## src/rtl/ras_predictor_pkg.sv

```systemverilog
// Shared constants for the RAS stage: branch type codes, bus width and value aliases.
// Build option RAS_RECURSION_CNT_EN adds per-entry repeat counters.
package ras_predictor_pkg;

    localparam int InstAddrBus = 32;
    localparam logic AbleValue = 1'b1;
    localparam logic EnableValue = 1'b1;
    localparam logic [InstAddrBus-1:0] ZeorDate = '0;

    typedef enum logic [2:0] {
        TypeFORMAL = 3'd0,
        TypeBRANCH = 3'd1,
        TypeJUMP   = 3'd2,
        TypeCALL   = 3'd3,
        TypeRET    = 3'd4
    } ras_type_e;

`ifdef RAS_RECURSION_CNT_EN
    localparam logic [3:0] CtrMax = 4'hF;
`endif

endpackage

```

## src/rtl/ras_stack_mem.sv

```systemverilog
// Circular return-address array: one synchronous write port, one combinational read port.
// Under RAS_RECURSION_CNT_EN each entry also stores a 4-bit repeat counter.
module ras_stack_mem
    import ras_predictor_pkg::*;
#(
    parameter int RAS_DEPTH = 16,
    parameter int PTR_W     = 4,
    parameter int ADDR_W    = InstAddrBus
) (
    input  logic              clk,
    input  logic              wr_en,
    input  logic [PTR_W-1:0]  wr_idx,
    input  logic [ADDR_W-1:0] wr_addr,
`ifdef RAS_RECURSION_CNT_EN
    input  logic [3:0]        wr_ctr,
    output logic [3:0]        rd_ctr,
`endif
    input  logic [PTR_W-1:0]  rd_idx,
    output logic [ADDR_W-1:0] rd_addr
);

    // Contents deliberately survive reset; occupancy alone says what is valid.
    logic [ADDR_W-1:0] mem_q [RAS_DEPTH];

    always_ff @(posedge clk) begin
        if (wr_en) mem_q[wr_idx] <= wr_addr;
    end

    assign rd_addr = mem_q[rd_idx];

`ifdef RAS_RECURSION_CNT_EN
    logic [3:0] ctr_q [RAS_DEPTH];

    always_ff @(posedge clk) begin
        if (wr_en) ctr_q[wr_idx] <= wr_ctr;
    end

    assign rd_ctr = ctr_q[rd_idx];
`endif

endmodule

```

## src/rtl/ras_predictor.sv

```systemverilog
// Return Address Stack stage after the BTB: pushes on CALL, overrides target on RET,
// registers the final next-PC with a top/occupancy checkpoint. Option: RAS_RECURSION_CNT_EN.
module ras_predictor
    import ras_predictor_pkg::*;
#(
    parameter int RAS_DEPTH = 16,
    parameter int PTR_W     = 4,
    parameter int ADDR_W    = InstAddrBus
) (
    input  logic              Clk,
    input  logic              Rest,
    input  logic              InstNextAble,
    input  logic [ADDR_W-1:0] InstNextPc,
    input  logic [2:0]        InstNextType,
    input  logic [ADDR_W-1:0] InstCallPc,
    input  logic              RecoverAble,
    input  logic [PTR_W-1:0]  RecoverTop,
    input  logic [PTR_W:0]    RecoverCnt,
    output logic              RasNextAble,
    output logic [ADDR_W-1:0] RasNextPc,
    output logic [2:0]        RasNextType,
    output logic [PTR_W-1:0]  RasTop,
    output logic [PTR_W:0]    RasCnt
);

    localparam logic [PTR_W-1:0] TOP_INIT = PTR_W'(RAS_DEPTH - 1);
    localparam logic [PTR_W:0]   CNT_FULL = (PTR_W+1)'(RAS_DEPTH);

    logic [PTR_W-1:0]  top_q, top_d, ras_top_q;
    logic [PTR_W:0]    cnt_q, cnt_d, ras_cnt_q;
    logic              able_q, able_d;
    logic [ADDR_W-1:0] pc_q, pc_d;
    logic [2:0]        type_q, type_d;

    logic              wr_en_d, wr_en;
    logic [PTR_W-1:0]  wr_idx;
    logic [ADDR_W-1:0] wr_addr, rd_addr, ret_addr;

    assign ret_addr = InstCallPc + ADDR_W'(4);
    assign wr_en    = wr_en_d & (Rest != EnableValue);

`ifdef RAS_RECURSION_CNT_EN
    logic [3:0] wr_ctr, rd_ctr;
`endif

    ras_stack_mem #(.RAS_DEPTH(RAS_DEPTH), .PTR_W(PTR_W), .ADDR_W(ADDR_W)) u_mem (
        .clk     (Clk),
        .wr_en   (wr_en),
        .wr_idx  (wr_idx),
        .wr_addr (wr_addr),
`ifdef RAS_RECURSION_CNT_EN
        .wr_ctr  (wr_ctr),
        .rd_ctr  (rd_ctr),
`endif
        .rd_idx  (top_q),
        .rd_addr (rd_addr)
    );

    always_comb begin
        top_d   = top_q;
        cnt_d   = cnt_q;
        able_d  = 1'b0;
        pc_d    = ADDR_W'(ZeorDate);
        type_d  = 3'd0;
        wr_en_d = 1'b0;
        wr_idx  = top_q + PTR_W'(1);
        wr_addr = ret_addr;
`ifdef RAS_RECURSION_CNT_EN
        wr_ctr  = 4'd0;
`endif
        if (RecoverAble == AbleValue) begin
            top_d = RecoverTop;
            cnt_d = (RecoverCnt > CNT_FULL) ? CNT_FULL : RecoverCnt;
        end else if (InstNextAble == AbleValue) begin
            able_d = 1'b1;
            pc_d   = InstNextPc;
            type_d = InstNextType;
            case (InstNextType)
                TypeCALL: begin
                    wr_en_d = 1'b1;
`ifdef RAS_RECURSION_CNT_EN
                    // Recursive call to the same site: bump the counter in place.
                    if (cnt_q != '0 && rd_addr == ret_addr && rd_ctr != CtrMax) begin
                        wr_idx = top_q;
                        wr_ctr = rd_ctr + 4'd1;
                    end else begin
                        top_d = top_q + PTR_W'(1);
                        cnt_d = (cnt_q == CNT_FULL) ? CNT_FULL : cnt_q + 1'b1;
                    end
`else
                    top_d = top_q + PTR_W'(1);
                    cnt_d = (cnt_q == CNT_FULL) ? CNT_FULL : cnt_q + 1'b1;
`endif
                end
                TypeRET: begin
`ifdef RAS_RECURSION_CNT_EN
                    if (cnt_q != '0 && rd_ctr != 4'd0) begin
                        pc_d    = rd_addr;
                        wr_en_d = 1'b1;
                        wr_idx  = top_q;
                        wr_addr = rd_addr;
                        wr_ctr  = rd_ctr - 4'd1;
                    end else
`endif
                    if (cnt_q != '0) begin
                        pc_d  = rd_addr;
                        top_d = top_q - PTR_W'(1);
                        cnt_d = cnt_q - 1'b1;
                    end
                end
                default: ;
            endcase
        end
    end

    always_ff @(posedge Clk) begin
        if (Rest == EnableValue) begin
            top_q     <= TOP_INIT;
            cnt_q     <= '0;
            able_q    <= 1'b0;
            pc_q      <= '0;
            type_q    <= 3'd0;
            ras_top_q <= TOP_INIT;
            ras_cnt_q <= '0;
        end else begin
            top_q     <= top_d;
            cnt_q     <= cnt_d;
            able_q    <= able_d;
            pc_q      <= pc_d;
            type_q    <= type_d;
            ras_top_q <= top_q;
            ras_cnt_q <= cnt_q;
        end
    end

    assign RasNextAble = able_q;
    assign RasNextPc   = pc_q;
    assign RasNextType = type_q;
    assign RasTop      = ras_top_q;
    assign RasCnt      = ras_cnt_q;

endmodule
```

## config.mk

```make
export PLATFORM = sky130hd
export DESIGN_NAME = ras_predictor
export DESIGN_NICKNAME = d
export VERILOG_FILES = /design/src/rtl/ras_predictor_pkg.sv /design/src/rtl/ras_stack_mem.sv /design/src/rtl/ras_predictor.sv
export SDC_FILE = /design/constraint.sdc
export NUM_CORES = 1
export LEC_CHECK = 0
export CAP_MARGIN = 40
export CORE_MARGIN = 2
export CORE_UTILIZATION = 59
export CTS_CLUSTER_DIAMETER = 200
export CTS_CLUSTER_SIZE = 30
export DETAILED_ROUTE_END_ITERATION = 16
export GPL_TIMING_DRIVEN = 0
export PLACE_DENSITY = 0.86
export SLEW_MARGIN = 10
export SYNTH_ARGS = -nofsm -noshare
export SYNTH_HDL_FRONTEND = slang
export SYNTH_SLANG_ARGS = --single-unit
export TNS_END_PERCENT = 5
```

## constraint.sdc

```tcl
create_clock -name Clk -period 4.6 [get_ports Clk]
set_clock_uncertainty 0.15 [all_clocks]
set_input_delay 0.46 -clock Clk [delete_from_list [all_inputs] [get_ports Clk]]
set_output_delay 0.46 -clock Clk [all_outputs]
set_load 0.03 [all_outputs]
```

# After elaboration in Yosys (flattened, before gate mapping)

Memories as Yosys holds them, arrays and structs flattened. A register that Yosys moved wholly into a read port is not among the register bits.
Index checks and enable logic that the tools add are counted.

Flip-flop bits (word level): 54
RAM bits: 512
Word-level logic and storage cells: 47
Memories: 1

$add $sub $neg: 5
Magnitude comparators: 1
Equality and inequality tests: 4
Mux-type cells: 20
Bitwise operators: 3
Reductions and logical operators: 6

Memories:

| memory      | words | bits a word | rd ports | clocked after memory_dff | write ports | line                | RTL |
|---|---|---|---|---|---|---|---|
| u_mem.mem_q | 16    | 32          | 1        | 1                        | 1           | ras_stack_mem.sv:23 | `logic [ADDR_W-1:0] mem_q [RAS_DEPTH];` |

Operator list:

| kind                                                 | number |
|---|---|
| two-way mux 32 bit                                   | 2 |
| adder 32 x 3 -> 32 bit, second input constant        | 1 |
| two-way mux 5 bit                                    | 5 |
| two-way mux 4 bit                                    | 5 |
| case mux 5 bit (2 select lines)                      | 1 |
| case mux 4 bit (2 select lines)                      | 1 |
| two-way mux 1 bit                                    | 6 |
| adder 5 x 1 -> 5 bit, second input constant          | 1 |
| == test 5 bit, second input constant                 | 1 |
| greater-than comparator 5 bit, second input constant | 1 |
| nonzero test 5 bit                                   | 1 |
| subtractor 5 x 1 -> 5 bit, second input constant     | 1 |
| adder 4 x 1 -> 4 bit, second input constant          | 1 |
| subtractor 4 x 1 -> 4 bit, second input constant     | 1 |
| == test 3 x 2 -> 1 bit, second input constant        | 1 |
| == test 3 bit, second input constant                 | 1 |
| != test 3 bit, second input constant                 | 1 |
| AND reduction 3 bit                                  | 1 |
| nonzero test 3 bit                                   | 1 |
| OR reduction 3 bit                                   | 1 |
| NOT 1 bit                                            | 2 |
| nonzero test 2 bit                                   | 1 |
| OR reduction 2 bit                                   | 1 |
| AND 1 bit                                            | 1 |

# Depth between registers and ports, before layout

Word-level depth: 7
Depth in mapped cells: 8
Mapped depth without buffers: 6

# Hierarchy

Synthesis repeated with hierarchy kept, for this count alone.

Cell total of the unflattened synthesis: 1,154
Area total of the unflattened synthesis: 21,994.8 µm²

Modules (own cells, without submodules):

| module        | instances | cells an instance | area an instance (µm²) |
|---|---|---|---|
| ras_stack_mem | 1         | 806               | 19,194.7 |
| ras_predictor | 1         | 348               | 2,800.2 |

# Least setup slack after synthesis

OpenSTA, ideal clock, no wires.

Path kind: input to register
From: input port Rest
To: memory u_mem.mem_q[12][0] (netlist name), enable pin
Data arrival time: 2,861 ps
Required time: 4,029 ps
Slack: 1,168 ps
Cell stages on the path: 5
Buffers on the path: 1
Path through: buf_2 > or3b_1 > nor3_1 > nand2_1 > nor2_1

Cells in the longest elaborated chain, start to end: 4

Ends and longest elaborated chain:

| element                                 | line                | RTL |
|---|---|---|
| from (decl)                             | ras_predictor.sv:11 | `input logic Rest,` |
| NOT 1 bit                               | ras_predictor.sv:40 | `assign wr_en = wr_en_d & (Rest != EnableValue);` |
| AND 1 bit                               | ras_predictor.sv:40 |  |
| two-way mux 1 bit                       | ras_stack_mem.sv:26 | `if (wr_en) mem_q[wr_idx] <= wr_addr;` |
| two-way mux 1 bit (not written as such) | ras_stack_mem.sv:26 |  |
| to (decl)                               | ras_stack_mem.sv:23 |  |

Every way passes these cells.

# Final worst setup path

From: input port RecoverAble
To: memory u_mem.mem_q[15][19] (netlist name), enable pin

Cells in the longest elaborated chain, start to end: 4

Ends and longest elaborated chain:

| element                                 | line                | RTL |
|---|---|---|
| from (decl)                             | ras_predictor.sv:16 | `input logic RecoverAble,` |
| two-way mux 1 bit                       | ras_predictor.sv:71 | `if (RecoverAble == AbleValue) begin` |
| AND 1 bit                               | ras_predictor.sv:40 |  |
| two-way mux 1 bit                       | ras_stack_mem.sv:26 |  |
| two-way mux 1 bit (not written as such) | ras_stack_mem.sv:26 |  |

Every way passes these cells.

==> reports/metrics.cfg <==
[clock_tree]
hold_buffers = 0
cts_setup_buffers = 0
root_buffer = clkbuf_16
clockBufferDepth = 3
path_clk_slew_ps = 110
clock-sinks = 570
cts_resized = 0
h-tree-depth = 1
clkLatencyLatePin_ps = 570
cts_tree = done
cts_made_buffers = 22

[detailed_routing]
routedWlPerCell_um = 28.8
vias = 11600
drt_iter0_drc = 1402
drt-pass1-iter-count = 5
drc_errors = 0
ant_nets = 0
routed_wl_um = 50900
drt-vias-per-instance = 6.56

[timing]
worst_slack_ps = 1450
period_share = 0.685
max_freq_mhz = 317
maxSlewHeadroom = 0.376
hold_viol = 0
fin_setup_tns_ps = 0
worstMarginPinSlew_ps = 936
fin_crit_ps = 3150
final_max_slew_viol_count = 0
rsz0062_at_grt = no
finalSetupViolations = 0

[synthesis]
synth_ff_type = edfxtp_1
synth_most_common_cell = edfxtp_1
yosys_register_bits = 570
synth_cell_types = 51
synth_largest_area_cell = edfxtp_1
syn_area_mm2 = 0.0222
syn_nets = 1176
synth_cells = 1087
yosysTopAreaCellShare = 0.694
async_flop_share = 0
seq_area_frac_synth = 0.746
syn_area_per_cell_um2 = 20.4
synthTopCellsByArea = edfxtp_1 69%, mux4_2 13%, dfxtp_1 5.2%, mux2_2 1.7%, mux2i_1 1.6%
yosys_warnings = 0
synth_edf_count = 512
yosys-top-cells-count = 512 x edfxtp_1, 128 x mux4_2, 60 x nor2_1

[global_route]
antenna_found_initial = 0
grt_pass1_wl_um = 75700
grt_overflow = 0
grt_pass1_vias = 12000
grt_max_degree = 32
grt_usage = 0.268

[worst_setup_path]
reg2regPathDepth = 6
arrival_ps = 3280
crit_type = primary input to register
critPathLaunchType = primary input
critPathTopFamily = simple AND/OR/NAND/NOR gates
critical_path_required_ps = 4720
reg2reg_slack_ps = 1560
path_max_fanout = 17
worst_path_max_delay_cell = nor2_4
cp_slowest_stage_delay_ps = 700
r2r-end = RasNextPc[8]
cp-end-kind = register
crit_buf_inv = 2
cp_cell_sequence = clkdlybuf4s50_1, or3b_1, nor3_1, nand2_1, nor2_4, buf_16

[pwr]
irDropWorstVdd_mv = 0.263
finalPower_w = 0.00884
power.density_mw_per_mm2 = 347
power_leakage_nw = 8.33

[layout]
nFillCells = 2213
area_growth_syn_to_layout_pct = 14.9
final_net_count = 1377
design_area_mm2 = 0.0255
multi_input_area_mm2 = 0.00544
drive_gt1_frac = 0.225
antenna-diode-count = 0
seqCellArea_mm2 = 0.0165

[floorplan]
die_area_mm2 = 0.0391
rows = 70
io_pins = 125
core_area_mm2 = 0.0368
initial_core_util = 0.602
die_h_um = 198
die_w_um = 198

[run]
max_cap_viol_count = 0

[worst_hold_path]
min_to = top_q[0]
whs_path_depth = 3
min_from = Rest
hold_path.class = primary input to register

[place]
post_dp_cell_area_mm2 = 0.0248
dpl.hpwl_um = 33000
gp_congestion = 0.792
io_buffers = 123
dp_slack_ps = 922

[status]
status = finished clean

worst max-delay path by stage:
stage,end,slack (ps),cells past startpoint,from
after floorplan,u_mem.mem_q[12][0],1170,5,Rest
after global placement,u_mem.mem_q[2][24],-820,5,InstCallPc[5]
after detailed placement,u_mem.mem_q[15][16],920,6,RecoverAble
after CTS,u_mem.mem_q[15][21],1520,6,RecoverAble
after global routing,u_mem.mem_q[15][18],1380,6,RecoverAble
final,u_mem.mem_q[15][19],1450,6,RecoverAble
cells by family (layout without fill, tap and decap cells):
group,after synthesis,after routing,share of synthesized area
AO/OA/AOI/OAI,65,65,0.0254
adder cells (fa/ha/maj),9,9,0.00508
AND/OR/NAND/NOR,147,147,0.0330
buffers and inverters,67,282,0.0139
multiplexers,198,198,0.164
flip-flops,570,570,0.746
XOR/XNOR,31,31,0.0123
sequential cells by signal, indices dropped and copies added (netlist names), named ones only:
signal	flops
RasNextType	3
RasTop	4
cnt_q	5
top_q	4
RasNextPc	32
RasNextAble	1
u_mem.mem_q	512
RasCnt	5
report_power, final:
| part | internal (W) | switching, W |
|---|---|---|
| registers | 0.00566 | 0.0000150 |
| logic | 0.000360 | 0.000414 |
| clock network | 0.000952 | 0.00144 |
worst min-delay path, cell delays in order:
cell and delay [ps]:
buf_2 170, nor3_1 80, a31oi_1 120
metrics by stage:
step,instances,util,hold WS [ps]
final,1770,0.692,143
after global routing,1770,0.692,173
after CTS,1764,0.691,134
after detailed placement,1726,0.674,370
after global placement,1678,0.652,353
after floorplan,1087,-,330
cell type report:
cell class / instances / area share
plain buffers: 54 / 0.0102
well taps: 468 / 0.0230
flip-flops and latches: 570 / 0.650
inverters: 13 / 0.00192
repair buffers: 177 / 0.0767
multi-input cells: 450 / 0.214
clock buffers: 38 / 0.0248
layer usage:
metal | wire, um | GRT usage
met1 | 19000 | 0.361
met2 | 26300 | 0.465
met3 | 4270 | 0.0358
met4 | 1350 | 0.0791
met5 | 0 | 0
cells in the final DEF, fill, tap and decap left out, drive strengths merged, types with 2 or more instances in the layout:
| cell | synthesis | layout |
|---|---|---|
| a2111oi | 2 | 2 |
| a211o | 2 | 2 |
| a21oi | 5 | 5 |
| a221o | 33 | 33 |
| a2bb2oi | 2 | 2 |
| a311oi | 6 | 6 |
| a31oi | 2 | 2 |
| and2 | 6 | 6 |
| and3 | 7 | 7 |
| buf | 32 | 85 |
| clkbuf | 22 | 61 |
| clkdlybuf4s50 | 0 | 123 |
| dfxtp | 58 | 58 |
| edfxtp | 512 | 512 |
| ha | 9 | 9 |
| inv | 12 | 12 |
| mux2 | 35 | 35 |
| mux2i | 35 | 35 |
| mux4 | 128 | 128 |
| nand2 | 19 | 19 |
| nand2b | 2 | 2 |
| nand3 | 13 | 13 |
| nand4 | 13 | 13 |
| nor2 | 60 | 60 |
| nor2b | 3 | 3 |
| nor3 | 8 | 8 |
| nor3b | 2 | 2 |
| nor4 | 2 | 2 |
| nor4b | 2 | 2 |
| o21ai | 8 | 8 |
| or2 | 2 | 2 |
| or3 | 2 | 2 |
| or3b | 2 | 2 |
| xnor2 | 24 | 24 |
| xor2 | 7 | 7 |
Note: power is estimated with default switching activity, not from simulation.
